$ cat config.mk
export PLATFORM = sky130hd
export DESIGN_NAME = max7219_ctrlmod
export DESIGN_NICKNAME = d
export VERILOG_FILES = /design/src/rtl/max7219_ctrlmod.sv
export SDC_FILE = /design/constraint.sdc
export NUM_CORES = 1
export LEC_CHECK = 0
export CAP_MARGIN = 25
export CORE_AREA = 4 4 88 90
export DETAILED_ROUTE_END_ITERATION = 6
export DIE_AREA = 0 0 92 94
export PLACE_DENSITY = 0.84
export SYNTH_ARGS = -nofsm -noshare
export SYNTH_HDL_FRONTEND = slang
export SYNTH_SLANG_ARGS = --single-unit
$ cat constraint.sdc
create_clock -name CLOCK -period 7.4 [get_ports CLOCK]
set_input_delay 1.48 -clock CLOCK [delete_from_list [all_inputs] [get_ports CLOCK]]
set_output_delay 1.48 -clock CLOCK [all_outputs]
set_load 0.02 [all_outputs]
$ cat src/rtl/max7219_ctrlmod.sv
// max7219_ctrlmod: command sequencer in front of the MAX7219 SPI write module.
// Runs the init command list after reset, then refreshes the eight digit
// registers from a local 8x8 frame buffer whenever a refresh is requested.
module max7219_ctrlmod #(
  parameter logic [3:0] INIT_INTENSITY = 4'h8,
  parameter logic [2:0] SCAN_LIMIT     = 3'd7,
  parameter bit         AUTO_REFRESH   = 1'b1
) (
  input  logic       CLOCK,
  input  logic       RST_n,
  input  logic       iWrEn,
  input  logic [2:0] iWrAddr,
  input  logic [7:0] iWrData,
  input  logic [3:0] iIntensity,
  input  logic       iRefresh,
  output logic       oCall,
  input  logic       iDone,
  output logic [7:0] oADDR,
  output logic [7:0] oDATA,
  output logic       oBusy,
  output logic       oReady
);

  localparam int unsigned ROWS      = 8;
  localparam int unsigned IDX_W     = 4;
  localparam int unsigned INIT_LAST = 4;  // index of last init command
  localparam int unsigned REFR_LAST = 8;  // index of last refresh command

  typedef enum logic [1:0] {ST_INIT, ST_IDLE, ST_REFR} state_t;
  typedef enum logic [1:0] {PH_LOAD, PH_CALL, PH_GAP} phase_t;

  logic [7:0]       frame [ROWS];
  state_t           state;
  phase_t           phase;
  logic [IDX_W-1:0] idx;
  logic             pending;

  logic [7:0]       cmd_addr_c;
  logic [7:0]       cmd_data_c;
  logic             last_cmd_c;
  logic [2:0]       row_sel_c;

  // Refresh command k (k >= 1) carries frame row k-1.
  assign row_sel_c = 3'(idx - IDX_W'(1));

  // Address/data pair and end-of-list flag for the current command index.
  always_comb begin
    cmd_addr_c = 8'h00;
    cmd_data_c = 8'h00;
    last_cmd_c = 1'b0;
    if (state == ST_INIT) begin
      last_cmd_c = (idx == IDX_W'(INIT_LAST));
      case (idx)
        IDX_W'(0): begin cmd_addr_c = 8'h09; cmd_data_c = 8'h00;                    end
        IDX_W'(1): begin cmd_addr_c = 8'h0A; cmd_data_c = {4'h0, INIT_INTENSITY};   end
        IDX_W'(2): begin cmd_addr_c = 8'h0B; cmd_data_c = {5'h00, SCAN_LIMIT};      end
        IDX_W'(3): begin cmd_addr_c = 8'h0C; cmd_data_c = 8'h01;                    end
        default:   begin cmd_addr_c = 8'h0F; cmd_data_c = 8'h00;                    end
      endcase
    end else begin
      last_cmd_c = (idx == IDX_W'(REFR_LAST));
      if (idx == IDX_W'(0)) begin
        cmd_addr_c = 8'h0A;
        cmd_data_c = {4'h0, iIntensity};
      end else begin
        cmd_addr_c = 8'(idx);
        cmd_data_c = frame[row_sel_c];
      end
    end
  end

  // Frame buffer: writable at any time; a same-cycle LOAD still sees the old row.
  always_ff @(posedge CLOCK or negedge RST_n) begin
    if (!RST_n) begin
      for (int i = 0; i < ROWS; i++) frame[i] <= 8'h00;
    end else if (iWrEn) begin
      frame[iWrAddr] <= iWrData;
    end
  end

  // Sequencer: list selection, LOAD/CALL/GAP handshake, registered outputs.
  always_ff @(posedge CLOCK or negedge RST_n) begin
    if (!RST_n) begin
      state   <= ST_INIT;
      phase   <= PH_LOAD;
      idx     <= '0;
      pending <= 1'b0;
      oCall   <= 1'b0;
      oADDR   <= 8'h00;
      oDATA   <= 8'h00;
      oBusy   <= 1'b0;
      oReady  <= 1'b0;
    end else begin
      // Requests arriving mid-list collapse into one pending refresh.
      if (iRefresh && (state != ST_IDLE)) pending <= 1'b1;

      case (state)
        ST_IDLE: begin
          oBusy <= 1'b0;
          if (iRefresh || pending) begin
            state   <= ST_REFR;
            phase   <= PH_LOAD;
            idx     <= '0;
            pending <= 1'b0;
            oBusy   <= 1'b1;
          end
        end

        default: begin
          oBusy <= 1'b1;
          case (phase)
            PH_LOAD: begin
              oADDR <= cmd_addr_c;
              oDATA <= cmd_data_c;
              oCall <= 1'b1;
              phase <= PH_CALL;
            end

            PH_CALL: begin
              if (iDone) begin
                oCall <= 1'b0;
                phase <= PH_GAP;
                if ((state == ST_INIT) && last_cmd_c) oReady <= 1'b1;
              end
            end

            default: begin
              // One idle cycle with oCall low so the write module re-arms.
              phase <= PH_LOAD;
              if (!last_cmd_c) begin
                idx <= idx + IDX_W'(1);
              end else if (pending || ((state == ST_INIT) && AUTO_REFRESH)) begin
                state   <= ST_REFR;
                idx     <= '0;
                pending <= 1'b0;
              end else begin
                state <= ST_IDLE;
                idx   <= '0;
                oBusy <= 1'b0;
              end
            end
          endcase
        end
      endcase
    end
  end

endmodule
# After elaboration in Yosys (flattened, before gate mapping)
# Cells that the tools add are included.
# word_totals
reg_bits	92
in_bits	20
# op_classes
n_reduce_logical	17
n_eq_ne	12
bitwise	3
n_addsub	2
muxes	39
order_cmp	3
# ops
cell	count
64-bit bitwise mux	1
8-bit two-way mux	6
8-bit binary-select mux with 3-bit select	1
8-bit demux with 3-bit select	1
4-bit two-way mux	5
2-bit two-way mux	8
1-bit two-way mux	13
3-bit case mux with 4 select lines	1
4-bit case mux with 3 select lines	1
4-bit by 2-bit == test with 1-bit output (second input constant)	2
4-bit >= comparator (second input constant)	2
3-bit inverter with 4-bit output	2
2-bit AND reduction	3
3-bit AND reduction	2
4-bit by 1-bit adder with 4-bit output (second input constant)	1
2-bit by 1-bit == test with 1-bit output (second input constant)	2
4-bit by 1-bit == test with 1-bit output (second input constant)	1
4-bit by 3-bit == test with 1-bit output (second input constant)	1
4-bit == test (second input constant)	1
2-bit zero test	2
4-bit zero test	1
4-bit by 1-bit < comparator with 1-bit output (second input constant)	1
2-bit by 1-bit != test with 1-bit output (second input constant)	2
2-bit != test (second input constant)	2
10 further kinds	14

# Logic depth before layout (Yosys ltp)
# logic_depth
ltp_word	7
ltp_mapped	9

# Least setup slack after synthesis
# Ideal clock, no wire load.
# synth_timing
path_type	input port to flip-flop
start	input port iWrAddr[2]
end	register frame[48] (netlist name)
stages	4
setup_slack_ns	4.712
arrival_ns	2.563
path_buffers	1
required_time_ns	7.275
setup_ns	0.125
path_cell_list	clkbuf_1 nand2b_4 nor3b_2 mux2_2
# synth_between
elab_chain_len	6
word_cells_on_any_way	7
# synth_rtl
element	line	rtl
start: declaration	12	input logic [2:0] iWrAddr,
3-bit inverter with 4-bit output (implied by the code) *	77	frame[iWrAddr] <= iWrData;
4-bit >= comparator (implied by the code) / 4-bit by 1-bit < comparator with 1-bit output (equally long branches)	77	
1-bit logical AND (implied by the code)	77	
8-bit two-way mux (implied by the code)	77	
8-bit demux with 3-bit select *	77	
64-bit bitwise mux *	77	
end signal: indexed assignment	77	
end: declaration	32	logic [7:0] frame [ROWS];
# Mark *: on every way between the ends. The rest lies on a longest branch, timed or not.
# A chain may end at the register's enable or synchronous reset.

# Final worst setup path
# layout_timing
start	input port iWrAddr[0]
end	register frame[54] (netlist name)
# Same word-level chain as after synthesis.

==> reports/results.ini <==
[detailed_routing]
drt_iter0_markers = 197
route.detailed.drc = 0
vias = 2729
wire_per_inst_um = 19.6
routed_wl_um = 8740
via_per_inst = 6.12
drt_first_pass_iters = 4
final_antenna_net_count = 0

[sta]
fmax_mhz = 324
rsz0062_at_grt = no
worst_slew_pin_slew_ns = 0.823
max_slew_margin_pct = 44.9
hold_violations = 0
finClkSkew_ns = 0.00438
setup_viol = 0
period_minus_slack_ns = 3.09
drv_slew = 0
fin_crit_sh_pct = 41.7
setup_tns_ns = 0
worst_slack_ns = 4.31

[final_layout]
antenna_cells = 0
multi_input_area_um2 = 1930
areaGrowthSynthToFinish_pct = 15.5
nFillCells = 500
register_area_um2 = 2200
layout-drive-gt1-share_pct = 31.1
layout.nets = 367

[yosys]
synth_edf_count = 0
avgSynthCellArea_um2 = 13.7
synth_top_cells_by_count = dfrtp_1, mux2_2, nand2_1
netlist_area_um2 = 4260
yosys_warnings = 0
synthCells = 311
synth_top_area_share_pct = 51.7
ys.flop_type = dfrtp_1
yosysMostFrequentCell = dfrtp_1
async_reset_ff_share_pct = 100
synthTopCellsByArea = dfrtp_1, mux2_2, mux4_2
yosys.area.top_type = dfrtp_1
yosysSeqAreaShare_pct = 51.7
synth_cell_type_count = 55
ys_seq_elements = 88

[worst_setup_path]
worstPathMaxFanout = 8
worstSetupStartpointType = input port
critPathKind = in -> reg
slowest_delay_ns = 0.75
crit_chain = clkdlybuf4s50_1, nor3b_2, mux2_2
slowest_stage = nor3b_2
critPathRequiredTime_ns = 7.64
end_kind = flip-flop
cp_data_arrival_time_ns = 3.32

[clock_tree]
cts_max_level = 3
ctsHoldBuffers = 0
clk_latency_ns = 0.35
cts_tree = yes
ctsLongestPathBuffers = 2
cts_made_buffers = 9
clockRootBuffer = clkbuf_8
ctsResizeCount = 0
clk_pin_slew_worst_paths_ns = 0.08
post_cts_buffers = 0
cts_sinks = 88

[power]
cellPowerDensity_nw_per_um2 = 394
peakVddDrop_v = 0.000222
p_leak_nw = 2.06

[die]
core_area_um2 = 7060
die_area_um2 = 8650
start_util_pct = 60.3
die_w_um = 92
die_h_um = 94
rows = 31
ios = 39

[placement]
place_hpwl_um = 5810
port_buffers = 34
gp_congestion = 0.900
post-place-ws_ns = 3.97

[global_routing]
grt_max_degree = 75
grt_pass1_vias = 2868
antenna_found_initial = 0
grt_remaining_overflow = 0
grt.total_usage_pct = 21.9
grt_pass1_wl_um = 14600

[min_path]
hold_class = reg -> reg

[status]
outcome = finished, final reports clean

[job]
cap_violations = 0

[per-stage QoR]
| stage | cells | total power [mW] | instance area (µm²) | hold slack [ns] | utilization (%) |
|---|---|---|---|---|---|
| floorplan | 314 | 1.29 | 4270 | 0.470 | - |
| global placement | 429 | 1.48 | 4620 | 0.456 | 65.5 |
| detailed placement | 430 | 1.51 | 4650 | 0.464 | 65.9 |
| CTS | 446 | 1.95 | 4920 | 0.491 | 69.7 |
| global route | 446 | 2.06 | 4920 | 0.519 | 69.7 |
| finish | 446 | 1.94 | 4920 | 0.480 | 69.7 |
[layer usage]
metal	track usage [%]	part of all wire, %	up-vias
li1	-	-	1226
met1	30.2	45	1379
met2	34.3	47	106
met3	4.33	5.8	18
met4	9.16	2.3	0
met5	0	0	-
[flip-flops by register name, summed over array words and instances (netlist names)]
register  flops
oBusy         1
oReady        1
idx           4
pending       1
oDATA         8
oCall         1
state         2
oADDR         4
frame        64
phase         2
[cell usage in the layout, fill, tap and decap left out, types with 3 or more instances in the layout]
cell and instances:
a22oi_1 3, o21ai_1 3, dfrtp_1 88, nor4b_1 3, buf_4 3, clkdlybuf4s50_1 33, mux2_2 64, mux2i_1 4
clkbuf_8 10, conb_1 4, o21ai_0 6, nor2_1 8, a22o_1 3, a221o_1 4, o31ai_1 5, and3_1 6
nand3_1 3, inv_1 5, mux4_2 14, nand2b_1 3, a21oi_1 5, ha_1 5, nand2_1 18, nand4b_1 3
bufinv_16 4
[power by group]
group	internal, mW	total, mW	switching, mW
sequential	0.612	0.714	0.102
clock	0.267	0.436	0.169
combinational	0.407	0.790	0.383
[cell type report]
| type | instances | share of cell area [%] |
|---|---|---|
| clock buffers | 10 | 2.80 |
| clock inverters | 6 | 2.64 |
| multi-input cells | 201 | 39.2 |
| flip-flops and latches | 88 | 44.8 |
| inverters | 5 | 0.381 |
| well taps | 99 | 2.52 |
| repair buffers | 37 | 7.73 |
[final timing paths]
check | cells past startpoint | slack, ns | to | from
worst min-delay path | 2 | 0.48 | oReady$_DFFE_PN0P_ | oReady$_DFFE_PN0P_
worst max-delay path | 3 | 4.31 | frame[54]$_DFFE_PN0P_ | iWrAddr[0]
worst min register to register | 2 | 0.48 | oReady$_DFFE_PN0P_ | oReady$_DFFE_PN0P_
min in group asynchronous | 1 | 0.98 | phase[1]$_DFFE_PN0P_ | RST_n
max in group asynchronous | 2 | 5.81 | frame[62]$_DFFE_PN0P_ | RST_n
worst max register to register | 7 | 4.75 | oDATA[3]$_DFFE_PN0P_ | idx[0]$_DFFE_PN0P_
[cells by family (layout without fill, tap and decap cells)]
kind of cell               after synthesis  count (layout)  share of synthesized area [%]
adders and majority gates                5               5                           1.47
muxes                                   84              84                           26.5
and+or+nand+nor                         64              64                           9.26
AOI/OAI and AO/OA                       42              42                           7.26
DFF                                     88              88                           51.7
other                                    1               4                         0.0881
buffers and inverters                   25              58                           3.29
xor gates and xnor gates                 2               2                          0.411
[worst max-delay path, delay by kind of cell]
| kind | cells | cell delay (ns) |
|---|---|---|
| multiplexers | 1 | 0.42 |
| AND/OR/NAND/NOR | 1 | 0.75 |
| buffers and inverters | 1 | 0.68 |
(Power assumes the default switching activity.)
